`src/rtl/sht21_seg_display_if.sv`:
```
// Link between the SHT21 computation stage and the display stage:
// BCD result, its valid strobe, and the temperature/humidity select.
interface sht21_seg_display_if;
    logic [15:0] displaydata;
    logic        data_valid;
    logic        com_sig;

    modport master (output displaydata, output data_valid, input  com_sig);
    modport slave  (input  displaydata, input  data_valid, output com_sig);
endinterface

```
`src/rtl/sht21_seg_display.sv`:
```
// 4-digit common-anode 7-segment driver for the SHT21 result (value x100).
// It also owns the free-running mode timer that selects temperature or humidity.
module sht21_seg_display #(
    parameter int SCAN_DIV   = 50000,
    parameter int MODE_TICKS = 100000000,
    parameter int BLANK_LEAD = 1
) (
    input  logic                      clk,
    input  logic                      rst_n,
    sht21_seg_display_if.slave        bus,
    output logic                      mode_led,
    output logic [3:0]                sel,
    output logic [7:0]                seg
);
    localparam int SCAN_W = $clog2(SCAN_DIV);
    localparam int MODE_W = $clog2(MODE_TICKS);
    localparam logic [SCAN_W-1:0] SCAN_LAST = SCAN_W'(SCAN_DIV - 1);
    localparam logic [MODE_W-1:0] MODE_LAST = MODE_W'(MODE_TICKS - 1);

    logic [SCAN_W-1:0] scan_cnt_q, scan_cnt_d;
    logic [MODE_W-1:0] mode_cnt_q, mode_cnt_d;
    logic [1:0]        idx_q, idx_d;
    logic [15:0]       disp_q, disp_d;
    logic              valid_seen_q, valid_seen_d;
    logic              com_sig_q, com_sig_d;
    logic              mode_led_q, mode_led_d;
    logic [3:0]        sel_q, sel_d;
    logic [7:0]        seg_q, seg_d;
    logic [3:0]        nib_s;

    function automatic logic [7:0] seg_code(input logic [3:0] nib);
        case (nib)
            4'd0:    seg_code = 8'hC0;
            4'd1:    seg_code = 8'hF9;
            4'd2:    seg_code = 8'hA4;
            4'd3:    seg_code = 8'hB0;
            4'd4:    seg_code = 8'h99;
            4'd5:    seg_code = 8'h92;
            4'd6:    seg_code = 8'h82;
            4'd7:    seg_code = 8'hF8;
            4'd8:    seg_code = 8'h80;
            4'd9:    seg_code = 8'h90;
            default: seg_code = 8'hBF;
        endcase
    endfunction

    // Next-state logic for counters, capture and the registered display outputs
    always_comb begin
        if (scan_cnt_q == SCAN_LAST) begin
            scan_cnt_d = '0;
            idx_d      = idx_q + 2'd1;
        end else begin
            scan_cnt_d = scan_cnt_q + 1'b1;
            idx_d      = idx_q;
        end

        if (mode_cnt_q == MODE_LAST) begin
            mode_cnt_d = '0;
            com_sig_d  = ~com_sig_q;
        end else begin
            mode_cnt_d = mode_cnt_q + 1'b1;
            com_sig_d  = com_sig_q;
        end

        // mode_led latches the select as it was before any same-cycle toggle
        if (bus.data_valid) begin
            disp_d       = bus.displaydata;
            mode_led_d   = com_sig_q;
            valid_seen_d = 1'b1;
        end else begin
            disp_d       = disp_q;
            mode_led_d   = mode_led_q;
            valid_seen_d = valid_seen_q;
        end

        case (idx_q)
            2'd0:    nib_s = disp_q[3:0];
            2'd1:    nib_s = disp_q[7:4];
            2'd2:    nib_s = disp_q[11:8];
            2'd3:    nib_s = disp_q[15:12];
            default: nib_s = 4'hF;
        endcase

        sel_d = ~(4'b0001 << idx_q);
        if ((BLANK_LEAD != 0) && (idx_q == 2'd3) && (nib_s == 4'd0)) begin
            seg_d = 8'hFF;
        end else if ((idx_q == 2'd2) && valid_seen_q) begin
            seg_d = seg_code(nib_s) & 8'h7F;
        end else begin
            seg_d = seg_code(nib_s);
        end
    end

    // State and output registers
    always_ff @(posedge clk or negedge rst_n) begin
        if (!rst_n) begin
            scan_cnt_q   <= '0;
            mode_cnt_q   <= '0;
            idx_q        <= 2'd0;
            disp_q       <= 16'hFFFF;
            valid_seen_q <= 1'b0;
            com_sig_q    <= 1'b1;
            mode_led_q   <= 1'b1;
            sel_q        <= 4'hF;
            seg_q        <= 8'hFF;
        end else begin
            scan_cnt_q   <= scan_cnt_d;
            mode_cnt_q   <= mode_cnt_d;
            idx_q        <= idx_d;
            disp_q       <= disp_d;
            valid_seen_q <= valid_seen_d;
            com_sig_q    <= com_sig_d;
            mode_led_q   <= mode_led_d;
            sel_q        <= sel_d;
            seg_q        <= seg_d;
        end
    end

    assign bus.com_sig = com_sig_q;
    assign mode_led    = mode_led_q;
    assign sel         = sel_q;
    assign seg         = seg_q;
endmodule

```
`src/flat_wrapper.sv`:
```
// flat-port wrapper written by rule: the top's interface ports become plain ports
module sht21_seg_display_flat 
#(
    parameter int SCAN_DIV   = 50000,
    parameter int MODE_TICKS = 100000000,
    parameter int BLANK_LEAD = 1
)
  (clk, rst_n, mode_led, sel, seg, bus_displaydata, bus_data_valid, bus_com_sig);
  sht21_seg_display_if bus_i ();
  input  logic clk;
  input  logic rst_n;
  output logic mode_led;
  output logic [3:0] sel;
  output logic [7:0] seg;
  input wire logic [$bits(bus_i.displaydata)-1:0] bus_displaydata;
  input wire logic [$bits(bus_i.data_valid)-1:0] bus_data_valid;
  output wire logic [$bits(bus_i.com_sig)-1:0] bus_com_sig;
  assign bus_i.displaydata = bus_displaydata;
  assign bus_i.data_valid = bus_data_valid;
  assign bus_com_sig = bus_i.com_sig;
  sht21_seg_display #(.SCAN_DIV(SCAN_DIV), .MODE_TICKS(MODE_TICKS), .BLANK_LEAD(BLANK_LEAD)) u_core (.clk(clk), .rst_n(rst_n), .bus(bus_i), .mode_led(mode_led), .sel(sel), .seg(seg));
endmodule
```
`config.mk`:
```
export PLATFORM = sky130hd
export DESIGN_NAME = sht21_seg_display_flat
export DESIGN_NICKNAME = d
export VERILOG_FILES = /design/src/rtl/sht21_seg_display_if.sv /design/src/rtl/sht21_seg_display.sv /design/src/flat_wrapper.sv
export SDC_FILE = /design/constraint.sdc
export NUM_CORES = 1
export LEC_CHECK = 0
export BUFFER_PORTS_ARGS = -buffer_cell sky130_fd_sc_hd__buf_4
export CAP_MARGIN = 0
export CORE_MARGIN = 5
export CORE_UTILIZATION = 30
export DETAILED_ROUTE_END_ITERATION = 6
export PLACE_DENSITY = 0.49
export SETUP_SLACK_MARGIN = 0.4
export SLEW_MARGIN = 5
export SYNTH_ARGS = -nofsm -noshare
export SYNTH_HDL_FRONTEND = slang
export SYNTH_SLANG_ARGS = --single-unit
```
`constraint.sdc`:
```
create_clock -name clk -period 5.6 [get_ports clk]
set_clock_uncertainty 0.15 [all_clocks]
set_input_delay 0.28 -clock clk [delete_from_list [all_inputs] [get_ports clk]]
set_output_delay 0.28 -clock clk [all_outputs]
set_load 0.05 [all_outputs]
```
==> run metrics <==
Fin. Hold Viols=0; Most Crowded Layer GR=met2; nets=398; Max Cap Viol=0; Final min period=2.52 ns; DR vias=2548; Port Buffers=32; WS Path Type=reg2reg; ys async rst share=1.00; setup TNS=0 ns; Slew HR=0.316; Mapped Area=3700 um2; postcts setup bufs=0; syn nets=around 370; Worst EP arrival=2.63 ns; CP max FO=6; Root Buffer Master=clkbuf_16; full die area=roughly 15000 um2; placer congestion estimate=0.811; Post-Place Cell Area=just over 4000 um2; FP Rows=40; pre-CTS setup slack=between 3 and 4 ns; total track usage=0.110; first drt pass iteration count=4; post_cts resized=0; prevailing post-synth register cell=dfrtp_1; # IOs=33; largest family of logic cells by synthesized area=simple AND/OR/NAND/NOR gates; post-synthesis compound-gate area fraction=0.0838; DRT Wirelength=7.53 mm; status=complete, no violations; fraction of layout cells with a size suffix above 1=0.288; first-pass GRT wire length=12.6 mm; Non-Filler Instances=539; R2R setup slack=3.08 ns; RSZ-0062 raised after global routing=false; WP data required=approximately 5.7 ns; remaining antenna violation count=0; Synth Warn #=0; sequential cell area=1940 um2; number of H-tree levels=3; footprint of the multi-input gates=around 1600 um2; commonest cells after routing, fill and taps aside=dfrtp_1 (46), buf_4 (32), dfstp_2 (30), nand2_1 (26), nand3_1 (18); die height=121 um; endpoints failing setup=0; final cycle utilization of the critical path=0.450; Fillers=1200; Initial Util=0.307; Slew Limit Fails=0; M2 GR Usage=0.164; clock latency on the worst-skew pair=0.33 ns; adder-cell share of the synthesized area=0.0439; diodes inserted=0; hpwl dp=5.30 mm; Post-synth EDFFs=0; total chip power=1.29 mW; CTS tree=yes; post-route design area=4410 um2; placed insts=522; CTS Buffer Depth=2; Post-Syn Area per Cell=11.1 um2; Yosys reg bits=76; hold_ws=0.0248 ns; total CTS buffers=9; grt met1 use=0.148; Hold Path Class=in2reg; Critical Path Sink Type=register; FMAX=397 MHz; initial antenna violation count=0; global route total overflow=0; post-synthesis mux area share=0.0729; DRC Markers=0; Synth Area in XOR/XNOR=0.0591; static leakage=1.88 nW; Post-Synth Simple-Gate Area=0.182; area grow syn2layout=19.1%; clock sinks=76; drt wl/cell=14.0 um; Core Util, Final=0.366; sequential fraction of the synthesis area=0.523; Starting DRT DRC Count=124; met3 usage=0.0261; most common cell after layout, fill and taps aside=dfrtp_1; Vias/cell=4.73; final worst slack=3.08 ns; largest net degree at the start of global routing=77; Core Region=12100 um2; Die X=121 um; worst slew pin tran=1.02 ns; clock-pin slew on the worst setup and hold paths=about 0.060 ns; Mapped Cells=between 300 and 400; number of global-route vias before repair=2515; Critical Path Source Type=register; Netlist cell types=50; VDD IR max=about 120 uV; pwr/cell area=around 300 nW/um2
## cell type report
type	instances	area share
Clock inverter	5	0.0136
Inverter	17	0.0145
Clock buffer	11	0.0573
Sequential cell	76	0.439
Timing Repair Buffer	33	0.0567
Tap cell	168	0.0476
Multi-Input combinational cell	229	0.371
## worst max-delay path, cell delays in order, from the launching register on
cell	delay [ns]
dfrtp_1	0.40
inv_1	0.14
ha_1	0.29
a222oi_1	0.11
mux2i_1	0.41
inv_1	0.17
ha_1	0.34
mux2_1	0.29
a21oi_1	0.15
## cell families (layout without fill, tap and decap cells)
kind of cell / after synthesis / after routing
AO/OA/AOI/OAI: 48 / 48
adder cells (fa/ha/maj): 13 / 13
XOR/XNOR: 25 / 25
buffers and inverters: 30 / 66
flip-flops: 76 / 76
AND/OR/NAND/NOR: 118 / 118
multiplexers: 25 / 25
## final timing paths
kind,from,to,cells after the start
worst max-delay path,u_core.idx_q[0],u_core.seg[3],8
worst max register to register,u_core.idx_q[0],u_core.seg[3],8
worst min-delay path,bus_displaydata[3],u_core.disp_q[3],3
min in group asynchronous,rst_n,u_core.mode_cnt_q[25],2
max in group asynchronous,rst_n,u_core.scan_cnt_q[10],2
worst min register to register,u_core.valid_seen_q,u_core.seg[7],1
## synth_stat cells, types with 2 or more instances
cell type	number	area, um2
buf_2	6	30.0
mux2i_1	9	90.1
nand4_1	11	68.8
nand2_1	26	97.6
nor4bb_1	4	40.0
or4_4	3	33.8
a21oi_1	12	60.1
buf_4	2	15.0
or4_1	3	22.5
xnor2_1	12	105
nor3_1	11	55.1
nand3_1	18	90.1
xor2_1	13	114
inv_1	17	63.8
nor2_1	15	56.3
ha_1	13	163
or3_1	3	18.8
and3_1	8	50.1
o21ai_0	14	70.1
and4_1	2	17.5
a22oi_1	2	15.0
o31ai_1	8	60.1
dfrtp_1	46	1150
clkbuf_1	4	15.0
a31oi_1	2	12.5
mux2_2	15	169
a21oi_2	2	17.5
dfstp_2	30	788
a222oi_1	3	30.0
## sequential cells by signal (all words and copies together) (netlist names)
name,count
u_core.sel,4
u_core.seg,8
u_core.idx_q,2
u_core.valid_seen_q,1
u_core.bus.com_sig,1
u_core.scan_cnt_q,16
u_core.mode_cnt_q,27
u_core.mode_led,1
u_core.disp_q,16
## repair_timing
item | in CTS | in global routing
hold buffers | 1 | 0
endpoints found under the hold margin | 21 | 0
endpoints found under the setup margin | 0 | 0
## report_power, final
part | internal [mW] | leakage (nW) | switching (mW) | total (mW)
clock network | 0.370 | 0.152 | 0.220 | 0.589
logic | 0.0393 | 0.809 | 0.0690 | 0.108
registers | 0.583 | 0.923 | 0.00791 | 0.591
total | 0.992 | 1.88 | 0.297 | 1.29
## metal layers
layer / wire (um) / up-vias
li1: - / 1262
met1: 3740 / 1239
met2: 3350 / 36
met3: 268 / 11
met4: 173 / 0
met5: 0 / -
(Power assumes the default switching activity.)
